[src/rtl/maze_move_executor.sv]
// Environment-side move executor for the maze agent: validates a requested move against
// the grid and blocked cells, holds a timed travel window, then reports the new cell.
module maze_move_executor #(
    parameter int unsigned GRID_W      = 6,
    parameter int unsigned GRID_H      = 6,
    parameter int unsigned N_BLOCKED   = 16,
    parameter int unsigned MOVE_CYCLES = 50000,
    parameter int unsigned BUMP_CYCLES = 5000
) (
    input  logic                        clk,
    input  logic                        rst,
    input  logic                        timer_start,
    input  logic [5:0]                  next_state,
    input  logic                        load_start,
    input  logic [5:0]                  start_state,
    input  logic [N_BLOCKED-1:0][5:0]   blocked,
    input  logic [5:0]                  target_state,
    output logic [5:0]                  maze_state,
    output logic                        move_complete,
    output logic                        bump,
    output logic                        target_reached,
    output logic [15:0]                 move_count
);

    localparam int unsigned SW        = 6;
    localparam int unsigned CNT_W     = 16;
    localparam int unsigned N_CELLS   = GRID_W * GRID_H;
    localparam int unsigned MAX_CYC   = (MOVE_CYCLES > BUMP_CYCLES) ? MOVE_CYCLES : BUMP_CYCLES;
    localparam int unsigned CW        = $clog2(MAX_CYC);
    localparam logic [CW-1:0] MOVE_LOAD = CW'(MOVE_CYCLES - 1);
    localparam logic [CW-1:0] BUMP_LOAD = CW'(BUMP_CYCLES - 1);

    typedef enum logic [1:0] {
        S_IDLE   = 2'd0,
        S_CHECK  = 2'd1,
        S_MOVING = 2'd2
    } state_t;

    state_t            r_state;
    state_t            w_state_nxt;
    logic [SW-1:0]     r_req;
    logic              r_legal;
    logic [CW-1:0]     r_cnt;
    logic [SW-1:0]     r_maze_state;
    logic              r_move_complete;
    logic              r_bump;
    logic              r_target_reached;
    logic [CNT_W-1:0]  r_move_count;

    logic [SW-1:0]     w_req_nxt;
    logic              w_legal_nxt;
    logic [CW-1:0]     w_cnt_nxt;
    logic [SW-1:0]     w_maze_state_nxt;
    logic              w_move_complete_nxt;
    logic              w_bump_nxt;
    logic              w_target_reached_nxt;
    logic [CNT_W-1:0]  w_move_count_nxt;

    logic [SW-1:0]     w_req_row;
    logic [SW-1:0]     w_req_col;
    logic [SW-1:0]     w_cur_row;
    logic [SW-1:0]     w_cur_col;
    logic              w_in_range;
    logic              w_adjacent;
    logic              w_hit;
    logic              w_legal;

    // Move legality: on-grid, 4-neighbour without row wrap, and not a blocked cell
    assign w_req_row  = r_req / SW'(GRID_W);
    assign w_req_col  = r_req % SW'(GRID_W);
    assign w_cur_row  = r_maze_state / SW'(GRID_W);
    assign w_cur_col  = r_maze_state % SW'(GRID_W);
    assign w_in_range = (r_req < SW'(N_CELLS));
    assign w_adjacent = ((w_req_row == w_cur_row) &&
                         ((w_req_col == w_cur_col + SW'(1)) || (w_cur_col == w_req_col + SW'(1)))) ||
                        ((w_req_col == w_cur_col) &&
                         ((w_req_row == w_cur_row + SW'(1)) || (w_cur_row == w_req_row + SW'(1))));

    always_comb begin
        w_hit = 1'b0;
        for (int unsigned i = 0; i < N_BLOCKED; i++) begin
            if (blocked[i] == r_req) begin
                w_hit = 1'b1;
            end
        end
    end

    assign w_legal = w_in_range && w_adjacent && !w_hit;

    always_ff @(posedge clk or negedge rst) begin
        if (!rst) begin
            r_state <= S_IDLE;
        end else begin
            r_state <= w_state_nxt;
        end
    end

    always_comb begin
        w_state_nxt = r_state;
        case (r_state)
            S_IDLE:   if (!load_start && timer_start) w_state_nxt = S_CHECK;
            S_CHECK:  w_state_nxt = S_MOVING;
            S_MOVING: if (r_cnt == '0) w_state_nxt = S_IDLE;
            default:  w_state_nxt = S_IDLE;
        endcase
    end

    // Next values for every registered output and datapath register
    always_comb begin
        w_req_nxt            = r_req;
        w_legal_nxt          = r_legal;
        w_cnt_nxt            = r_cnt;
        w_maze_state_nxt     = r_maze_state;
        w_move_complete_nxt  = r_move_complete;
        w_bump_nxt           = 1'b0;
        w_target_reached_nxt = (r_maze_state == target_state);
        w_move_count_nxt     = r_move_count;
        case (r_state)
            S_IDLE: begin
                if (load_start) begin
                    if (start_state < SW'(N_CELLS)) begin
                        w_maze_state_nxt = start_state;
                        w_move_count_nxt = '0;
                    end
                end else if (timer_start) begin
                    w_req_nxt           = next_state;
                    w_move_complete_nxt = 1'b0;
                end
            end
            S_CHECK: begin
                w_legal_nxt = w_legal;
                w_cnt_nxt   = w_legal ? MOVE_LOAD : BUMP_LOAD;
            end
            S_MOVING: begin
                if (r_cnt == '0) begin
                    w_move_complete_nxt = 1'b1;
                    if (r_legal) begin
                        w_maze_state_nxt = r_req;
                        if (r_move_count != {CNT_W{1'b1}}) begin
                            w_move_count_nxt = r_move_count + CNT_W'(1);
                        end
                    end else begin
                        w_bump_nxt = 1'b1;
                    end
                end else begin
                    w_cnt_nxt = r_cnt - CW'(1);
                end
            end
            default: ;
        endcase
    end

    always_ff @(posedge clk or negedge rst) begin
        if (!rst) begin
            r_req            <= '0;
            r_legal          <= 1'b0;
            r_cnt            <= '0;
            r_maze_state     <= '0;
            r_move_complete  <= 1'b1;
            r_bump           <= 1'b0;
            r_target_reached <= 1'b0;
            r_move_count     <= '0;
        end else begin
            r_req            <= w_req_nxt;
            r_legal          <= w_legal_nxt;
            r_cnt            <= w_cnt_nxt;
            r_maze_state     <= w_maze_state_nxt;
            r_move_complete  <= w_move_complete_nxt;
            r_bump           <= w_bump_nxt;
            r_target_reached <= w_target_reached_nxt;
            r_move_count     <= w_move_count_nxt;
        end
    end

    assign maze_state     = r_maze_state;
    assign move_complete  = r_move_complete;
    assign bump           = r_bump;
    assign target_reached = r_target_reached;
    assign move_count     = r_move_count;

endmodule

[config.mk]
export PLATFORM = sky130hd
export DESIGN_NAME = maze_move_executor
export DESIGN_NICKNAME = d
export VERILOG_FILES = /design/src/rtl/maze_move_executor.sv
export SDC_FILE = /design/constraint.sdc
export NUM_CORES = 1
export LEC_CHECK = 0
export ABC_CLOCK_PERIOD_IN_PS = 3300
export CAP_MARGIN = 20
export CELL_PAD_IN_SITES_DETAIL_PLACEMENT = 0
export CELL_PAD_IN_SITES_GLOBAL_PLACEMENT = 1
export CORE_UTILIZATION = 32
export DETAILED_ROUTE_END_ITERATION = 8
export HOLD_SLACK_MARGIN = 0.02
export PLACE_DENSITY = 0.85
export SYNTH_ARGS = -nofsm -noshare
export SYNTH_HDL_FRONTEND = slang
export SYNTH_SLANG_ARGS = --single-unit
[constraint.sdc]
create_clock -name clk -period 3.3 [get_ports clk]
set_input_delay 0.33 -clock clk [delete_from_list [all_inputs] [get_ports clk]]
set_output_delay 0.33 -clock clk [all_outputs]
set_load 0.05 [all_outputs]
Word-level counts from Yosys, hierarchy flattened. Index checks and enable logic that the tools add are counted.

Logic and storage cells: 117. Register bits: 50. Output and inout port bits: 25. Bits of input ports: 118.

Bitwise logic cells: 1. Muxes and demuxes: 40. Reductions and logical operators: 20. Eq/ne operators: 35. Div/mod/pow operators: 4. Add/sub/neg operators: 6. $lt $le $gt $ge: 2.

Operators by type and width (number): equality test 6 bit (23); two-way mux 16 bit (7); case mux 16 bit (2 select lines) (2); adder 6 x 1 -> 6 bit, second input constant (4); two-way mux 6 bit (4); two-way mux 1 bit (22); inequality test 2 bit, second input constant (9); adder 16 x 1 -> 16 bit, second input constant (1); zero test 16 bit (1); inequality test 16 bit, second input constant (1); subtractor 16 x 1 -> 16 bit, second input constant (1); divider 6 x 3 -> 6 bit, second input constant (2); < comparator 6 bit, second input constant (2); modulo 6 x 3 -> 6 bit, second input constant (2); case mux 6 bit (2 select lines) (1); case mux 2 bit (3 select lines) (1); AND reduction 6 bit (1); logical AND 1 bit (5); AND reduction 5 bit (1); two-way mux 2 bit (2); AND reduction 2 bit (2); AND reduction 4 bit (1); nonzero test 2 bit (2); logical OR 1 bit (3); other kinds (7) (8).

Depth between registers and ports, before layout. Gate-level depths: netlist (run 1).

Word-level depth: 21. Mapped depth: 16. Depth with buffers taken out: 14.

Worst setup path after synthesis (run 1). No wires, ideal clock.

Path kind: reg2reg. From: register r_maze_state[4] (netlist: maze_state[4]). To: register r_cnt[12]. Arrival: 3.509 ns. Stages on the path, launching flop included: 16. Data required time: 3.169 ns. Path slack: -0.341 ns. Period minus slack after synthesis: 3.641 ns. Buffers on the path: 1. Setup time: 0.131 ns. Cells stage by stage: dfrtp_1 -> clkbuf_1 -> xor2_1 -> nor2_1 -> nor3_1 -> a21oi_1 -> ha_1 -> nor4bb_1 -> o31ai_1 -> o2111ai_1 -> nor3b_1 -> xor2_1 -> o31ai_1 -> o32a_1 -> a211oi_2 -> or3_1.

Word-level cells in the longest chain between the ends: 10. Elaborated cells on any way between the ends: 19. Those cells by class: add/sub: 2; div: 2; eq/ne: 6; mux: 2; reduce/logical: 7.

RTL lines: start, declared (RTL line 44) `logic [SW-1:0] r_maze_state;`; start signal, assigned (RTL line 167) `r_maze_state <= w_maze_state_nxt;`; modulo 6 x 3 -> 6 bit or divider 6 x 3 -> 6 bit (tied branches) (RTL line 72, 71); adder 6 x 1 -> 6 bit, on equally long branches (RTL line 75, 77); equality test 6 bit, on equally long branches (RTL line 75, 77); logical OR 1 bit, on equally long branches (RTL line 75, 77); logical AND 1 bit, on equally long branches (RTL line 74, 76); logical OR 1 bit * (RTL line 75) `((w_req_col == w_cur_col + SW'(1)) || (w_cur_col == w_req_col + SW'(1)))) ||`; logical AND 1 bit * (2 in series) (RTL line 88) `assign w_legal = w_in_range && w_adjacent && !w_hit;`; two-way mux 16 bit * (RTL line 132) `w_cnt_nxt = w_legal ? MOVE_LOAD : BUMP_LOAD;`; case mux 16 bit (2 select lines) * (RTL line 118) `case (r_state)`; end signal, assigned (RTL line 166) `r_cnt <= w_cnt_nxt;`; end, declared (RTL line 43) `logic [CW-1:0] r_cnt;`.

Mark *: on every way between the ends. The rest lies on a longest branch, timed or not. A chain may end at the register's enable or synchronous reset.

Worst setup path in the final report (run 1).
From: register r_req[2]. To: register r_cnt[15].

Word-level cells in the longest chain between the ends: 21. Elaborated cells on any way between the ends: 53. Those cells by class: add/sub: 2; div: 2; order compare: 1; eq/ne: 22; mux: 18; reduce/logical: 8.

RTL lines: start, declared (RTL line 41) `logic [SW-1:0] r_req;`; start signal, assigned (RTL line 164) `r_req <= w_req_nxt;`; parallel branches: the longest is 18 deep, another holds modulo 6 x 3 -> 6 bit; logical AND 1 bit * (RTL line 88); two-way mux 16 bit * (RTL line 132); case mux 16 bit (2 select lines) * (RTL line 118).

Every way passes the cells marked *.

==> reports/results.ini, run 1 <==
[clocking]
cts_hold_buf=0
cts_root_buffer=clkbuf_16
h-tree-depth=2
clk_latency_ns=0.30
cts_sinks=50
cts_max_path_buffers=2
cts_buffers=5
tritoncts=built
cts.clk_slew.worst_paths_ns=0.07

[power]
power_uw=6420
p_leak_uw=0.00269
worst_ir_drop_vdd_mv=0.478
power_per_cell_area_mw_per_mm2=923

[critical_path]
cp_max_fo=27
critPathCaptureType=flip-flop
critPathRequiredTime_ns=3.46
crit_arrival_ns=3.49
worstSetupStartpointType=flip-flop
crit_type=reg2reg

[sta]
max_freq_mhz=301
period_minus_slack_ns=3.33
hold_viol_final=0
finalCritPeriodShare=1.01
setup_violations=4
slew_headroom=0.462
hold_ws_ns=0.122
rsz0062_at_grt=true
timing.final.ws_setup_ns=-0.0259
drv_slew=0
worst_slew_pin_slew_ns=0.807
skew_ns=0.00676

[synth]
synth_seq_cells=50
synth.avg_cell_area_um2=8.17
synth-edff-count=0
ys_seq_area_frac=0.259
synth_top_area_frac=0.253
synth_ff_type=dfrtp_1
yosysWarnings=0
synth_top_area_cell=dfrtp_1
netlist_area_mm2=0.00484
synth_cell_types=68
synth.area.top_cells=dfrtp_1, xor2_1, xnor2_1
synth_fp_nets=718
synthCells=592
synthArstFlopShare=1.00
ys_top_cells_by_count=xor2_1, xnor2_1, nand2_1
synth_most_common_cell=xor2_1

[cells_and_area]
antenna_cells=0
layout-drive-gt1-share=0.129
regArea_mm2=0.00126
multi_input_area_mm2=0.00349
area_growth_pct=43.8
nets=868
num-fill-cells=1414

[global_routing]
grt_usage=0.193
antenna_found_initial=0
grt_max_degree=36
grt_pass1_wl_um=24600
grt_overflow=0
grt_pass1_vias=4917

[routing]
avgViaCountPerCell=5.32
drt_iter0_markers=193
met3_length_um=1020
met2_length_um=7640
drc=46
wl_per_cell_um=16.5
firstDrtPassIters=7
topRoutingLayerUsed=met4
num_vias=4935
drtAntennaViolNets=0
routed_wl_um=15300
wl_met1_um=6490

[outcome]
violations=design-rule violations, negative setup slack
status=finished, violations left

[floorplan]
fp.dieArea_mm2=0.0156
fp.dieH_um=125
core_mm2=0.0146
initial_core_util=0.330
rows=44
die_x_um=125
io-pin-count=143

[worst_hold_path]
hold_path_class=in2async

[placed_design]
numPortBuffers=142
dp_hpwl_um=11300
gp_congestion=0.865

[job]
max_cap_violations=0

## layout make-up
type                       instances  share of cell area
timing repair buffer             183               0.254
multi-input combinational        488               0.502
inverter                          14             0.00791
sequential                        50               0.181
tap                              184              0.0331
clock inverter                     3             0.00360
clock buffer                       5              0.0180
## through the flow
stage	utilization	std cells	setup WS, ns	setup TNS (ns)	cell area, µm²
4_1_cts	0.467	922	-0.0225	-0.0397	6830
6_report	0.475	927	-0.0259	-0.0733	6960
5_1_grt	0.475	927	-0.253	-1.60	6960
3_3_place_gp	0.450	912	0.0358	0	6600
2_1_floorplan	-	592	0.00517	0	4890
3_5_place_dp	0.450	912	-0.116	-0.552	6600
## final timing paths
path,slack [ns],endpoint,cells past startpoint,start
min reg2reg,0.50,bump,1,r_legal
max,-0.03,r_cnt[15],12,r_req[2]
max reg2reg,-0.03,r_cnt[15],12,r_req[2]
max in group asynchronous,2.43,r_req[2],2,rst
min,0.12,move_count[1],1,rst
min in group clk,0.50,bump,1,r_legal
## layout by cell type (no fill, tap or decap), drive strengths merged, types with 3 or more instances in the layout
master and n:
mux2 4, mux2i 3, o31ai 7, nand2 50, nand4 14, or2 4, a31oi 10, nor3 26
o2111ai 5, nor3b 11, or3 10, o21ai 27, and3b 3, nand3b 5, a21oi 27, xor2 77
nor4 12, dfrtp 49, xnor2 58, and2 4, o211ai 5, clkbuf 6, ha 8, nand3 20
nand2b 7, nor4b 3, o21a 3, nor2b 8, nor2 35, a211oi 3, buf 41, clkdlybuf4s50 141
inv 15, or4 3
## metal layers
metal	GRT usage	vias to the layer above
met5	0	-
li1	-	2397
met3	0.0329	15
met4	0.0466	0
met1	0.232	2363
met2	0.356	160
## flip-flops by register name, summed over array words and instances (netlist names)
register        cells
r_req               6
r_state             2
bump                1
move_complete       1
target_reached      1
r_cnt              16
maze_state          6
move_count         16
r_legal             1
## cells by family (layout without fill, tap and decap cells)
| logic type | count (synthesis) | count (layout) | share of synthesized area |
|---|---|---|---|
| multiplexers | 7 | 7 | 0.0155 |
| flip-flops | 50 | 50 | 0.259 |
| buffers and inverters | 54 | 205 | 0.0486 |
| AO/OA/AOI/OAI | 114 | 114 | 0.159 |
| XOR/XNOR | 135 | 135 | 0.244 |
| AND/OR/NAND/NOR | 223 | 223 | 0.250 |
| adder cells (fa/ha/maj) | 9 | 9 | 0.0228 |
## power by group
| group | total (µW) | internal (µW) | switching [µW] |
|---|---|---|---|
| Sequential | 1020 | 770 | 255 |
| Clock | 524 | 285 | 239 |
| Combinational | 4880 | 2220 | 2660 |
## worst max-delay path, cell delays in order (launching register included)
cell and delay, ns:
dfrtp_2 0.42, buf_6 0.30, inv_1 0.09, or3_1 0.35, a31o_2 0.25, or2_2 0.34
inv_1 0.07, ha_1 0.23, xnor2_1 0.26, nor3_1 0.09, o32a_1 0.39, a21oi_1 0.29
o31ai_1 0.10
## timing repair
action | in CTS | in global routing
resized for setup | 15 | 17
buffers inserted | 2 | 4
pin swaps | 13 | 12
endpoints found under the setup margin | 7 | 8
gates cloned | 0 | 1
Power figures use the tool's default switching activity.
==> run 2, diff against run 1 <==
--- a/config.mk
+++ b/config.mk
@@ -9,6 +9,7 @@
 export CAP_MARGIN = 20
 export CELL_PAD_IN_SITES_DETAIL_PLACEMENT = 0
 export CELL_PAD_IN_SITES_GLOBAL_PLACEMENT = 1
+export CORE_MARGIN = 8
 export CORE_UTILIZATION = 32
 export DETAILED_ROUTE_END_ITERATION = 8
 export HOLD_SLACK_MARGIN = 0.02
==> run 2 against run 1 <==
Against the previous run: the flow finishes with violations (negative setup slack); via count increased by 0.57%; total power increased by 0.71%; count of clock-buffer cells in the layout increased by 1; sequential share of layout area about the same; final cell count increased by 0.65%; non-clock buffer count increased by 2; sequential power increased by 6%; worst setup slack got worse by 0.022 ns; clock skew increased by 0.0015 ns; sequential cell count unchanged; final area decreased by 0.23%; die area increased by 24%; largest power group unchanged.
==> reports/results.ini, run 2 (synthesis results as in run 1) <==
[critical_path]
cp_max_fo=9  ; -67%
path_cells=xor2_2 -> nor2_1 -> nor3_1 -> a21oi_2 -> ha_2 -> nor3b_1 -> o31ai_1 -> o2111ai_1 -> nor3b_2 -> xor2_1 -> o31ai_1 -> o32a_1 -> a211oi_4 -> or3_1
path_common_cell=o31ai_1
r2r_slack_ns=-0.05  ; -0.02 ns
reg2reg_depth=14  ; +2
crit_arrival_ns=3.52  ; +0.03 ns
critPathSlowestCell=dfrtp_2
crit_type=reg2reg
cpPeakStageDelay_ns=0.48  ; +0.06 ns
cp_num_buf_inv=0  ; -3
cp.depth=14  ; +2
cp_top_family=compound AO/OA/AOI/OAI gates
critPathCaptureType=flip-flop
rr_endpoint=r_cnt[12]
timing.rr.start=maze_state[4]
worstSetupStartpointType=flip-flop
critPathRequiredTime_ns=3.47  ; about the same

[power]
worst_ir_drop_vdd_mv=0.528  ; +10%
power_per_cell_area_mw_per_mm2=932  ; +0.94%
p_leak_uw=0.00270  ; +0.17%

[sta]
setup_violations=3  ; -1
finalCritPeriodShare=1.01  ; +0.00670
slew_headroom=0.491  ; +0.0288
rsz0062_at_grt=true
period_minus_slack_ns=3.35  ; +0.0221 ns
tns_ns=-0.0754  ; -0.00204 ns
timing.final.ws_setup_ns=-0.0481  ; -0.0221 ns
worst_slew_pin_slew_ns=0.764  ; -0.0432 ns
hold_viol_final=0  ; unchanged
skew_ns=0.00826  ; +0.00150 ns
max_freq_mhz=299  ; -0.66%
drv_slew=0  ; unchanged
hold_ws_ns=0.0367  ; -0.0853 ns

[placed_design]
dp_hpwl_um=12700  ; +12%
numPortBuffers=142  ; unchanged
pre_cts_slack_ns=-0.176  ; -0.0596 ns
place_inst=919  ; +0.77%
gp_congestion=0.900  ; +4.1%

[clocking]
cts_hold_buf=0  ; unchanged
cts.clk_slew.worst_paths_ns=0.07  ; about the same
cts_sinks=50  ; unchanged
cts_max_path_buffers=2  ; unchanged
cts_root_buffer=clkbuf_16
h-tree-depth=2  ; unchanged
tritoncts=built
clk_latency_ns=0.30  ; about the same
cts_buffers=5  ; unchanged

[routing]
drtAntennaViolNets=0  ; unchanged
avgViaCountPerCell=5.32  ; about the same
num_vias=4963  ; +0.57%
drt_iter0_markers=275  ; +42%
routed_wl_um=16500  ; +7.9%
firstDrtPassIters=5  ; -2
drc=0  ; -100%
wl_per_cell_um=17.7  ; +7.2%

[floorplan]
die_x_um=139  ; +11%
fp.dieH_um=139  ; +11%
core_mm2=0.0150  ; +2.3%
fp.dieArea_mm2=0.0193  ; +24%
io-pin-count=143  ; unchanged
initial_core_util=0.323  ; -0.00734
rows=45  ; +2.3%

[global_routing]
grt_max_degree=35  ; -2.8%
grt_overflow=0  ; unchanged
grt_usage=0.165  ; -0.0280
antenna_found_initial=0  ; unchanged
grt_pass1_wl_um=26200  ; +6.5%
grt_pass1_vias=4872  ; -0.92%

[outcome]
status=finished, violations left
violations=negative setup slack

[job]
max_cap_violations=0  ; unchanged

[cells_and_area]
layout-drive-gt1-share=0.126  ; -0.00303
antenna_cells=0  ; unchanged
layout_commonest_cell=clkdlybuf4s50_1
area_growth_pct=43.5
nets=870  ; +0.23%
instances_no_fill=933  ; +0.65%
layout_common_cells=clkdlybuf4s50_1, xor2_1, xnor2_1, nand2_1, dfrtp_1

[worst_hold_path]
hold_path_class=in2async

run 2: cell count changes in the layout (fill, tap and decap cells not counted), moves of 2 or more:
cell     before  now
a21oi_1      25   23
a21oi_2       1    3
buf_4        35   42
buf_6         4    1
nor3_1       22   25
nor3_2        4    1
run 2: worst register-to-register path: cells and delay by family, from the launching register on:
kind	cells	cell delay (ns)
AOI/OAI and AO/OA	6	1.15
and+or+nand+nor	5	0.92
DFF	1	0.48
adders and majority gates	1	0.37
xor gates and xnor gates	2	0.32
run 2: layout make-up:
type / instances / area (µm²)
Tap cell: 188 / 235
Clock inverter: 2 / 38.8
Timing Repair Buffer: 185 / 1740
Sequential cell: 50 / 1260
Clock buffer: 6 / 139
Inverter: 14 / 55.1
Multi-Input combinational cell: 488 / 3470
Fill cell: 1449 / 8040
run 2: per-layer routing:
metal | up-vias | track usage | part of all wire
met2 | 197 | 0.279 | 0.47
met1 | 2350 | 0.216 | 0.45
met5 | - | 0 | 0
li1 | 2398 | - | -
met3 | 18 | 0.0275 | 0.059
met4 | 0 | 0.0381 | 0.016
run 2: through the flow:
stage	util	instance area [µm²]	power (µW)
6_report	0.463	6940	6470
5_1_grt	0.463	6940	6940
3_3_place_gp	0.441	6610	5360
3_5_place_dp	0.441	6610	5490
4_1_cts	0.459	6880	6300
2_1_floorplan	-	4890	4240
run 2: worst max path at each step:
stage,start,to
floorplan,maze_state[4],r_cnt[12]
global placement,maze_state[4],r_cnt[12]
detailed placement,maze_state[4],r_cnt[12]
CTS,maze_state[4],r_cnt[12]
global route,r_req[3],r_legal
finish,maze_state[4],r_cnt[12]
run 2: report_power, final:
part	internal, µW	switching [µW]
clock	381	236
sequential	768	314
combinational	2170	2600
total	3320	3150
run 2: timing repair:
action                                  in CTS  in global routing
endpoints found under the hold margin        0                  0
pin swaps                                    2                  9
endpoints found under the setup margin       7                  7
resized for setup                           15                 10
buffers inserted                             4                  3
==> run 3, diff against run 2 <==
--- a/config.mk
+++ b/config.mk
@@ -9,11 +9,10 @@
 export CAP_MARGIN = 20
 export CELL_PAD_IN_SITES_DETAIL_PLACEMENT = 0
 export CELL_PAD_IN_SITES_GLOBAL_PLACEMENT = 1
-export CORE_MARGIN = 8
 export CORE_UTILIZATION = 32
 export DETAILED_ROUTE_END_ITERATION = 8
 export HOLD_SLACK_MARGIN = 0.02
-export PLACE_DENSITY = 0.85
+export PLACE_DENSITY_LB_ADDON = 0.1
 export SYNTH_ARGS = -nofsm -noshare
 export SYNTH_HDL_FRONTEND = slang
 export SYNTH_SLANG_ARGS = --single-unit
==> run 3 against run 2 <==
Against the previous run: the run ends with design-rule violations, negative setup slack left; worst setup slack worse by 0.026 ns; hold slack gained 0.071 ns; fmax down 0.78%; critical path depth shrank 1; sequential power about the same; sequential share of layout area is essentially flat; clock skew is 0.0030 ns higher; sequential cell count stayed put; combinational power rose by 2%.
==> reports/results.ini, run 3 (synthesis results as in run 1) <==
[outcome]
status=finished, violations left
violations=design-rule violations, negative setup slack

[placed_design]
place_inst=923  ; +0.44%
pre_cts_slack_ns=-0.139  ; +0.0363 ns
numPortBuffers=142  ; unchanged
place_area_mm2=0.00667  ; +0.83%
dp_hpwl_um=11500  ; -9.2%
gp_congestion=0.848  ; -5.8%

[floorplan]
fp.dieArea_mm2=0.0156  ; -19%
die_x_um=125  ; -10%
io-pin-count=143  ; unchanged
fp.dieH_um=125  ; -10%
initial_core_util=0.330  ; +0.00734
rows=44  ; -2.2%
core_mm2=0.0146  ; -2.2%

[clocking]
cts_sinks=50  ; unchanged
h-tree-depth=2  ; unchanged
cts_buffers=5  ; unchanged
cts_root_buffer=clkbuf_16
cts.clk_slew.worst_paths_ns=0.07  ; about the same
cts_max_path_buffers=2  ; unchanged
cts_hold_buf=0  ; unchanged
tritoncts=built
clk_latency_ns=0.29  ; about the same

[routing]
wl_per_cell_um=16.3  ; -8.0%
num_vias=4844  ; -2.4%
drtAntennaViolNets=0  ; unchanged
drt_iter0_markers=205  ; -25%
drc=40  ; +40
routed_wl_um=15300  ; -7.7%
avgViaCountPerCell=5.18  ; -2.7%
firstDrtPassIters=6  ; +1

[global_routing]
grt_usage=0.198  ; +0.0333
grt_overflow=0  ; unchanged
grt_pass1_wl_um=25200  ; -3.5%
grt_pass1_vias=4963  ; +1.9%
grt_max_degree=35  ; unchanged
antenna_found_initial=0  ; unchanged

[cells_and_area]
layout_common_cells=clkdlybuf4s50_1, xor2_1, xnor2_1, nand2_1, buf_4
layout-drive-gt1-share=0.132  ; +0.00547
area_growth_pct=43.9
num-fill-cells=1468  ; +1.3%
layout_commonest_cell=clkdlybuf4s50_1
final_cell_area_mm2=0.00696  ; +0.29%
utilization=0.475  ; +0.0119
antenna_cells=0  ; unchanged
instances_no_fill=936  ; +0.32%
nets=877  ; +0.80%

[critical_path]
crit_type=reg2reg
critPathCaptureType=flip-flop
critPathRequiredTime_ns=3.46  ; about the same
cp_max_fo=8  ; -1
worstSetupStartpointType=flip-flop
crit_arrival_ns=3.54  ; +0.02 ns

[sta]
timing.final.ws_setup_ns=-0.0743  ; -0.0262 ns
hold_viol_final=0  ; unchanged
drv_slew=0  ; unchanged
finalCritPeriodShare=1.02  ; +0.00795
max_freq_mhz=296  ; -0.78%
slew_headroom=0.500  ; +0.00920
skew_ns=0.0112  ; +0.00297 ns
hold_ws_ns=0.107  ; +0.0705 ns
rsz0062_at_grt=true
setup_violations=4  ; +1
worst_slew_pin_slew_ns=0.750  ; -0.0138 ns
period_minus_slack_ns=3.37  ; +0.0262 ns

[power]
worst_ir_drop_vdd_mv=0.469  ; -11%
power_per_cell_area_mw_per_mm2=923  ; -0.96%
p_leak_uw=0.00272  ; +0.76%

[worst_hold_path]
hold_path_class=in2async

[job]
max_cap_violations=0  ; unchanged

-- run 3: cell type report --
class | instances | area [µm²] | share of cell area
Multi-Input combinational cell | 488 | 3470 | 0.499
Timing Repair Buffer | 192 | 1800 | 0.258
Sequential cell | 50 | 1260 | 0.181
Tap cell | 184 | 230 | 0.0331
Clock buffer | 8 | 146 | 0.0210
Inverter | 14 | 52.6 | 0.00755
-- run 3: power by group --
part	leakage (µW)	internal (µW)	switching, µW
registers	0.000620	770	296
clock network	0.0000712	303	212
logic	0.00203	2260	2580
total	0.00272	3330	3090
-- run 3: repair_timing --
action | in CTS | in global routing
setup endpoints to repair | 7 | 7
gates resized for setup | 11 | 13
endpoints found under the hold margin | 0 | 0
pin swaps | 6 | 9
buffers inserted | 2 | 3
-- run 3: worst paths after layout --
kind	startpoint	to	slack, ns	cells past startpoint
hold / removal	rst	move_count[9]	0.11	1
max in group asynchronous	rst	r_req[2]	2.45	2
min in group clk	r_legal	bump	0.47	1
setup reg to reg	maze_state[4]	r_cnt[12]	-0.07	13
hold reg to reg	r_legal	bump	0.47	1
setup / recovery	maze_state[4]	r_cnt[12]	-0.07	13
-- run 3: metrics by stage --
stage	setup TNS [ns]	power [µW]
final	-0.112	6430
after detailed placement	-0.842	5630
after global placement	0	5550
after floorplan	0	4240
after global routing	-1.52	7010
after CTS	-0.0580	6290
-- run 3: critical path, stage by stage (launching register included) --
cell and delay [ns]:
dfrtp_2 0.46, nand2b_1 0.19, o21a_1 0.22, a21oi_1 0.21
ha_2 0.33, nor4bb_1 0.31, o31ai_1 0.10, o2111ai_1 0.15
nor3b_2 0.09, xor2_1 0.18, o31ai_1 0.26, o32a_1 0.25
a211oi_4 0.10, or3_1 0.38
-- run 3: layer usage --
layer  GRT usage  vias to the layer above  part of all wire
li1            -                     2411                 -
met1       0.253                     2280              0.45
met2       0.352                      135              0.47
met3      0.0282                       18             0.059
met4      0.0509                        0             0.015
met5           0                        -                 0
